## src/rtl/mcu_clock_sequencer_pkg.sv

```systemverilog
// Shared types for the MCU clock sequencer.
// Holds the 2-bit mode encoding and the mode-advance order.
package mcu_clock_sequencer_pkg;

  typedef enum logic [1:0] {
    MODE_RUN   = 2'b00,
    MODE_SLOW  = 2'b01,
    MODE_STEP  = 2'b10,
    MODE_BURST = 2'b11
  } mode_t;

  // Cyclic order: RUN -> SLOW -> STEP -> BURST -> RUN
  function automatic mode_t next_mode(input mode_t m);
    case (m)
      MODE_RUN:   next_mode = MODE_SLOW;
      MODE_SLOW:  next_mode = MODE_STEP;
      MODE_STEP:  next_mode = MODE_BURST;
      default:    next_mode = MODE_RUN;
    endcase
  endfunction

endpackage

```

## src/rtl/mcu_clock_sequencer_key_debounce.sv

```systemverilog
// Key conditioning for one raw active-low push key.
// Two-flop synchronizer, then a debouncer that accepts a new level only after
// DEBOUNCE_CYCLES consecutive synchronized samples that differ from the
// accepted level, then a one-cycle press pulse on each accepted 1->0 change.
// Ports:
//   clk, reset_n : system clock, asynchronous active-low reset
//   key_n        : raw key, active-low, asynchronous to clk
//   press        : registered one-cycle pulse on an accepted press
module key_debounce #(
  parameter int unsigned DEBOUNCE_CYCLES = 1000000
) (
  input  logic clk,
  input  logic reset_n,
  input  logic key_n,
  output logic press
);

  localparam int unsigned CNT_W = $clog2(DEBOUNCE_CYCLES + 1);
  localparam logic [CNT_W-1:0] CNT_LAST = CNT_W'(DEBOUNCE_CYCLES - 1);

  logic             sync1;
  logic             sync2;
  logic             level;
  logic [CNT_W-1:0] cnt;

  // cnt tracks how many consecutive samples have disagreed with level; a
  // sample that agrees again restarts it from zero.
  always_ff @(posedge clk or negedge reset_n) begin
    if (!reset_n) begin
      sync1 <= 1'b1;
      sync2 <= 1'b1;
      level <= 1'b1;
      cnt   <= '0;
      press <= 1'b0;
    end else begin
      sync1 <= key_n;
      sync2 <= sync1;
      press <= 1'b0;
      if (sync2 == level) begin
        cnt <= '0;
      end else if (cnt == CNT_LAST) begin
        level <= sync2;
        cnt   <= '0;
        press <= ~sync2;
      end else begin
        cnt <= cnt + CNT_W'(1);
      end
    end
  end

endmodule

```

## src/rtl/mcu_clock_sequencer.sv

```systemverilog
// MCU clock sequencer: generates a clock enable for an MCU core in one of
// four modes selected by a mode key (RUN, SLOW, STEP, BURST) and counts the
// enabled cycles. Pressing both keys together clears the cycle count.
// Ports:
//   clk, reset_n : system clock, asynchronous active-low reset
//   mode_key_n   : raw mode key, active-low
//   step_key_n   : raw step key, active-low
//   mcu_clk_en   : registered MCU clock enable
//   mode         : current mode (00 RUN, 01 SLOW, 10 STEP, 11 BURST)
//   busy         : high while a BURST sequence runs
//   step_count   : number of cycles with mcu_clk_en=1 (wrapping)
module mcu_clock_sequencer
  import mcu_clock_sequencer_pkg::*;
#(
  parameter int unsigned DEBOUNCE_CYCLES = 1000000,
  parameter int unsigned SLOW_DIV        = 8388608,
  parameter int unsigned BURST_LEN       = 16
) (
  input  logic        clk,
  input  logic        reset_n,
  input  logic        mode_key_n,
  input  logic        step_key_n,
  output logic        mcu_clk_en,
  output logic [1:0]  mode,
  output logic        busy,
  output logic [31:0] step_count
);

  localparam int unsigned DIV_W   = $clog2(SLOW_DIV + 1);
  localparam int unsigned BURST_W = $clog2(BURST_LEN + 1);
  localparam logic [DIV_W-1:0]   DIV_LAST   = DIV_W'(SLOW_DIV - 1);
  localparam logic [BURST_W-1:0] BURST_LAST = BURST_W'(BURST_LEN);

  logic               mode_press;
  logic               step_press;
  mode_t              mode_q;
  logic [DIV_W-1:0]   div;
  logic [BURST_W-1:0] burst;

  logic mode_evt;
  logic clear_evt;
  logic slow_wrap;
  logic burst_start;
  logic burst_done;
  logic en_next;

  key_debounce #(.DEBOUNCE_CYCLES(DEBOUNCE_CYCLES)) u_mode_key (
    .clk     (clk),
    .reset_n (reset_n),
    .key_n   (mode_key_n),
    .press   (mode_press)
  );

  key_debounce #(.DEBOUNCE_CYCLES(DEBOUNCE_CYCLES)) u_step_key (
    .clk     (clk),
    .reset_n (reset_n),
    .key_n   (step_key_n),
    .press   (step_press)
  );

  // burst counts enable cycles already issued, so it reaches BURST_LEN on
  // the last enabled cycle of the sequence.
  always_comb begin
    mode_evt    = mode_press & ~step_press;
    clear_evt   = mode_press & step_press;
    slow_wrap   = (div == DIV_LAST);
    burst_start = (mode_q == MODE_BURST) & step_press & ~mode_press & ~busy;
    burst_done  = busy & (burst == BURST_LAST);
    en_next     = 1'b0;
    // Any mode-key event (alone or with step) forces the enable low.
    if (!mode_press) begin
      case (mode_q)
        MODE_RUN:   en_next = 1'b1;
        MODE_SLOW:  en_next = slow_wrap;
        MODE_STEP:  en_next = step_press;
        MODE_BURST: en_next = burst_start | (busy & ~burst_done);
        default:    en_next = 1'b0;
      endcase
    end
  end

  always_ff @(posedge clk or negedge reset_n) begin
    if (!reset_n) begin
      mode_q <= MODE_RUN;
    end else if (mode_evt) begin
      mode_q <= next_mode(mode_q);
    end
  end

  always_ff @(posedge clk or negedge reset_n) begin
    if (!reset_n) begin
      div <= '0;
    end else if (mode_evt) begin
      div <= '0;
    end else if (mode_q == MODE_SLOW) begin
      div <= slow_wrap ? '0 : div + DIV_W'(1);
    end
  end

  always_ff @(posedge clk or negedge reset_n) begin
    if (!reset_n) begin
      busy  <= 1'b0;
      burst <= '0;
    end else if (mode_evt) begin
      busy  <= 1'b0;
      burst <= '0;
    end else if (burst_start) begin
      busy  <= 1'b1;
      burst <= BURST_W'(1);
    end else if (busy) begin
      if (burst_done) begin
        busy  <= 1'b0;
        burst <= '0;
      end else begin
        burst <= burst + BURST_W'(1);
      end
    end
  end

  // step_count is advanced with the enable it accompanies, so it already
  // includes the cycle currently being enabled.
  always_ff @(posedge clk or negedge reset_n) begin
    if (!reset_n) begin
      mcu_clk_en <= 1'b0;
      step_count <= '0;
    end else begin
      mcu_clk_en <= en_next;
      if (clear_evt) begin
        step_count <= '0;
      end else begin
        step_count <= step_count + {31'd0, en_next};
      end
    end
  end

  assign mode = mode_q;

endmodule
```

## config.mk

```make
export PLATFORM = sky130hd
export DESIGN_NAME = mcu_clock_sequencer
export DESIGN_NICKNAME = d
export VERILOG_FILES = /design/src/rtl/mcu_clock_sequencer_pkg.sv /design/src/rtl/mcu_clock_sequencer_key_debounce.sv /design/src/rtl/mcu_clock_sequencer.sv
export SDC_FILE = /design/constraint.sdc
export NUM_CORES = 1
export LEC_CHECK = 0
export BUFFER_PORTS_ARGS = -buffer_cell sky130_fd_sc_hd__buf_2
export CAP_MARGIN = 5
export CORE_UTILIZATION = 46
export CTS_CLUSTER_DIAMETER = 100
export DETAILED_ROUTE_END_ITERATION = 12
export PLACE_DENSITY = 0.63
export SLEW_MARGIN = 10
export SYNTH_ARGS = -nofsm -noshare
export SYNTH_HDL_FRONTEND = slang
export SYNTH_SLANG_ARGS = --single-unit
export TNS_END_PERCENT = 1
```

## constraint.sdc

```tcl
create_clock -name clk -period 3.5 [get_ports clk]
set_input_delay 0.525 -clock clk [delete_from_list [all_inputs] [get_ports clk]]
set_output_delay 0.525 -clock clk [all_outputs]
set_load 0.02 [all_outputs]
```

## After elaboration in Yosys (flattened, before gate mapping)

Index checks and enable logic that the tools add are counted.

- Register bits after elaboration: 113
- Output and inout bits: 36
- Logic and storage cells: 74

- Add/sub/neg operators: 5
- Equal/unequal tests: 9
- Multiplexer cells: 23
- Bitwise logic cells: 16
- Reduce and logical (&&, ||, !) cells: 5

Operator list:

| operator | count |
|---|---|
| 20-bit 2-to-1 mux | 4 |
| 24-bit 2-to-1 mux | 3 |
| 20-bit by 1-bit adder with 20-bit output (second input constant) | 2 |
| 20-bit == test (second input constant) | 2 |
| 32-bit by 1-bit adder with 32-bit output | 1 |
| 32-bit 2-to-1 mux | 1 |
| 24-bit by 1-bit adder with 24-bit output (second input constant) | 1 |
| 24-bit by 23-bit == test with 1-bit output (second input constant) | 1 |
| 5-bit 2-to-1 mux | 4 |
| 1-bit 2-to-1 mux | 9 |
| 1-bit NOT | 8 |
| 1-bit AND | 7 |
| 2-bit case mux with 3 select lines | 1 |
| 5-bit by 1-bit adder with 5-bit output (second input constant) | 1 |
| 5-bit == test (second input constant) | 1 |
| 2-bit == test (second input constant) | 2 |
| 1-bit case mux with 4 select lines | 1 |
| 2-bit AND reduction | 2 |
| 3-bit nonzero test | 1 |
| 1-bit == test | 2 |
| 2-bit by 1-bit == test with 1-bit output (second input constant) | 1 |
| 2-bit zero test | 1 |
| 2-bit nonzero test | 1 |
| 1-bit bitwise OR | 1 |

## Longest topological paths before layout

- Depth in word-level cells: 9
- Gate-level depth with buffers: 14
- Gate-level depth less buffers: 11

## By module

Synthesis repeated with hierarchy kept, for this count alone.

- Cells, all modules: 609
- Area total of the unflattened synthesis: 5856.9 um^2

Modules (own cells, without submodules):

| module | times used | cells an instance | area an instance (um^2) |
|---|---|---|---|
| mcu_clock_sequencer | 1 | 377 | 3577.2 |
| key_debounce | 2 | 116 | 1139.8 |

## Worst setup path before layout

Ideal clock, no wire load.

- Path kind: reg2reg
- From: register mode_q[1] (netlist: mode[1])
- To: register step_count[30]
- Library setup time: 78 ps
- Arrival time: 3098 ps
- Required time: 3422 ps
- Path slack: 324 ps
- Stages on the path, launching flop included: 14
- Buffers on the path: 2
- Path through: dfrtp_1 > inv_1 > ha_1 > and2_1 > and4_1 > nand2_1 > a31oi_1 > ha_1 > nand2_1 > or4_1 > buf_2 > buf_6 > or4_1 > a21oi_1

- Cells in the longest elaborated chain, start to end: 9
- Elaborated cells on any way between the ends: 12
- Those cells by class: add/sub: 1; eq/ne: 3; mux: 3; bitwise: 4; reduce/logical: 1

Ends and longest elaborated chain:

| what | line | RTL |
|---|---|---|
| from (decl) | mcu_clock_sequencer.sv:36 | `mode_t mode_q;` |
| from (signal assigned) | mcu_clock_sequencer.sv:86 | `mode_q <= next_mode(mode_q);` |
| 2-bit == test | mcu_clock_sequencer.sv:67, mcu_clock_sequencer.sv:72 |  |
| 1-bit AND (3 in a row) | mcu_clock_sequencer.sv:67 | `burst_start = (mode_q == MODE_BURST) & step_press & ~mode_press & ~busy;` |
| 1-bit bitwise OR | mcu_clock_sequencer.sv:76 | `MODE_BURST: en_next = burst_start \| (busy & ~burst_done);` |
| 1-bit case mux with 4 select lines * | mcu_clock_sequencer.sv:72 | `case (mode_q)` |
| 1-bit 2-to-1 mux * | mcu_clock_sequencer.sv:71 | `if (!mode_press) begin` |
| net en_next | mcu_clock_sequencer.sv:45 | `logic en_next;` |
| 32-bit by 1-bit adder with 32-bit output * | mcu_clock_sequencer.sv:131 | `step_count <= step_count + {31'd0, en_next};` |
| 32-bit 2-to-1 mux * | mcu_clock_sequencer.sv:128 | `if (clear_evt) begin` |
| to (signal assigned) | mcu_clock_sequencer.sv:131 |  |
| to (decl) | mcu_clock_sequencer.sv:26 | `output logic [31:0] step_count` |

Mark *: on every way through the listed nets, which the timed path passes. The rest lies on a longest branch.
A chain may end at the register's enable or synchronous reset.

## Worst setup path in the final report

- From: register div[0]
- To: register step_count[24]

- Cells in the longest elaborated chain, start to end: 5

Ends and longest elaborated chain:

| what | line | RTL |
|---|---|---|
| from (decl) | mcu_clock_sequencer.sv:37 | `logic [DIV_W-1:0] div;` |
| from (signal assigned) | mcu_clock_sequencer.sv:96 | `div <= slow_wrap ? '0 : div + DIV_W'(1);` |
| 24-bit by 23-bit == test with 1-bit output | mcu_clock_sequencer.sv:66 | `slow_wrap = (div == DIV_LAST);` |
| 1-bit case mux with 4 select lines | mcu_clock_sequencer.sv:72 |  |
| 1-bit 2-to-1 mux | mcu_clock_sequencer.sv:71 |  |
| net en_next | mcu_clock_sequencer.sv:45 |  |
| 32-bit by 1-bit adder with 32-bit output | mcu_clock_sequencer.sv:131 |  |
| 32-bit 2-to-1 mux | mcu_clock_sequencer.sv:128 |  |

The timed path passes the listed nets, and every way through them passes these cells.

==> out/metrics.csv <==
metric,value,unit
Total GRT Usage,20.7,%
Synth area leader,dfrtp_1,
CTS hold repair buffers,0,
Post-synth top cells,"dfrtp_1, nor2_1, a21oi_1",
P_leak,2.85,nW
CTS sink cnt,113,
Critical Path Start Type,register,
Netlist cell types,50,
fillers,1089,
row count,40,
Final Wtd Congestion,0.782,
HP Class,input pin to async pin,
Setup Viol. Count Final,0,
Final Worst Setup Slack,0.233,ns
fin crit share,93.3,%
placed inst area,6280,um^2
dpl ws,0.0311,ns
ant diodes,0,
share of layout cells above drive strength 1,15.0,%
Highest Clock Rate,306,MHz
WHS,0.160,ns
Syn Inst Count,613,
crit path DAT,3.57,ns
die area,13300,um^2
CTS tree,done,
max-cap viol count,0,
Critical Path RT,3.81,ns
DIE HEIGHT,115,um
gr ovfl total,0,
Final Max Slew Viols,0,
CP max FO,26,
Final HPWL DP,8320,um
status,"finished, final reports clean",
first-pass GRT wire length,21700,um
clk buf depth,2,
IO buf count,39,
fin util,56.0,%
"Net Count, Synth",630,
Post-Route Skew,0.00848,ns
CP Class,register to register,
Synth async-reset ratio,100,%
VDD IR max,0.339,mV
sequential cell area,2840,um^2
largest net degree at the start of global routing,62,
Worst Max-Slew Pin Slew,1.13,ns
Die X,115,um
post-route cell area,6870,um^2
register area share after synthesis,48.1,%
clock buffers created by TritonCTS,17,
minimum clock period,3.27,ns
Starting Density,48.1,%
worst skew pair latency,0.41,ns
Synth area leaders,"dfrtp_1, or4_1, a21oi_1",
RSZ-0062 raised after global routing,no,
vias in the first global route,4636,
Yosys top cell area share,45.4,%
CORE AREA,12300,um^2
Critical Path Source,div[0],
Post-route DRC,0,
Detail Route Antenna Nets,0,
power density cells,437,nW/um^2
DRT Wirelength,12500,um
1st-iter DRT viols,353,
mapped cell area,5890,um^2
Worst R2R Start,div[0],
root buf cell,clkbuf_16,
post-synthesis register bit count,113,
"Avg Cell Area, Syn",9.62,um^2
multi-input logic area,2900,um^2
"Top FF cell, synth",dfrtp_1,
crit path capture type,register,
Synth Warn #,0,
via/cell ratio,5.78,
Slew HR,24.7,%
drt pass-1 iters,5,
vias,4832,
Post-synth EDFFs,0,
WL per Instance,14.9,um
I/O Pins,40,
"Reg clk slew, reported paths",0.05,ns
Fin Setup TNS,0,ns
number of nets in the layout,672,
most frequent cell after synthesis,dfrtp_1,
H-tree levels,4,
synthesis-to-finish area growth,16.5,%
Final Hold Vio Count,0,
initial antenna violation count,0,
[metrics by stage]
| stage | instances | total power, mW |
|---|---|---|
| 2_1_floorplan | 613 | 1.36 |
| 3_3_place_gp | 804 | 1.40 |
| 3_5_place_dp | 804 | 1.40 |
| 4_1_cts | 836 | 3.04 |
| 5_1_grt | 836 | 3.11 |
| 6_report | 836 | 3.00 |
[cell usage in the layout, fill, tap and decap left out, types with 9 or more instances in the layout]
master | netlist | layout
a21oi_1 | 47 | 47
and2_1 | 9 | 9
buf_2 | 3 | 38
buf_4 | 0 | 9
clkbuf_16 | 0 | 17
dfrtp_1 | 107 | 107
ha_1 | 13 | 13
inv_1 | 21 | 20
nand2_1 | 38 | 38
nand2b_1 | 9 | 9
nand3_1 | 31 | 31
nand4_1 | 24 | 24
nor2_1 | 54 | 54
nor4_1 | 19 | 18
o21ai_0 | 18 | 18
o31ai_1 | 28 | 28
or3_1 | 14 | 14
or4_1 | 37 | 37
xnor2_1 | 25 | 25
xor2_1 | 21 | 21
[worst paths after layout]
check	end	slack [ns]	cells past startpoint
min in group clk	u_step_key.sync1	0.21	1
min reg2reg	u_step_key.sync2	0.35	0
max	step_count[24]	0.23	11
max in group asynchronous	u_step_key.cnt[3]	2.58	2
max reg2reg	step_count[24]	0.23	11
min	div[11]	0.16	1
[cell type report]
type / count / area share [%]
Multi-Input combinational cell: 454 / 42.2
Tap cell: 168 / 3.06
Inverter: 21 / 1.15
Clock buffer: 27 / 7.91
Sequential cell: 113 / 41.3
Timing Repair Buffer: 48 / 4.04
Clock inverter: 5 / 0.364
[power by group]
part	switching (mW)	leakage [nW]	internal, mW
logic	0.0387	1.02	0.0109
registers	0.00753	1.53	1.32
clock network	0.574	0.289	1.05
total	0.620	2.85	2.38
[registers in the layout, indices dropped and copies added (netlist names), 2 cells and up]
signal,flops
step_count,32
div,24
u_mode_key.cnt,20
u_step_key.cnt,20
burst,5
mode,2
[per-layer routing]
layer / global-route usage, % / vias up / part of all wire (%)
li1: - / 2346 / -
met5: 0 / - / 0
met1: 27.1 / 2369 / 46
met3: 5.38 / 11 / 4.5
met4: 6.49 / 0 / 1.2
met2: 33.7 / 106 / 48
[cell families after synthesis]
kind of cell	count (synthesis)	synth area share, %
AND/OR/NAND/NOR	276	26.3
XOR/XNOR	46	6.84
AO/OA/AOI/OAI	114	12.0
buffers and inverters	46	3.12
adder cells (fa/ha/maj)	13	2.76
flip-flops	113	48.1
multiplexers	5	0.892
[critical path, cell delays in order, from the launching register on]
cell,delay [ns]
dfrtp_1,0.40
ha_1,0.23
nand4_1,0.21
nor4_4,0.24
nand2_1,0.12
a31oi_2,0.25
ha_1,0.21
nand2_1,0.13
or4_1,0.48
buf_4,0.22
or4_1,0.48
a21oi_1,0.19
[timing repair]
item                                    in CTS  in global routing
gates resized for setup                      1                  4
buffers inserted                             0                  0
pin swaps                                    0                  1
endpoints found under the setup margin       5                 12
Power figures use the tool's default switching activity.
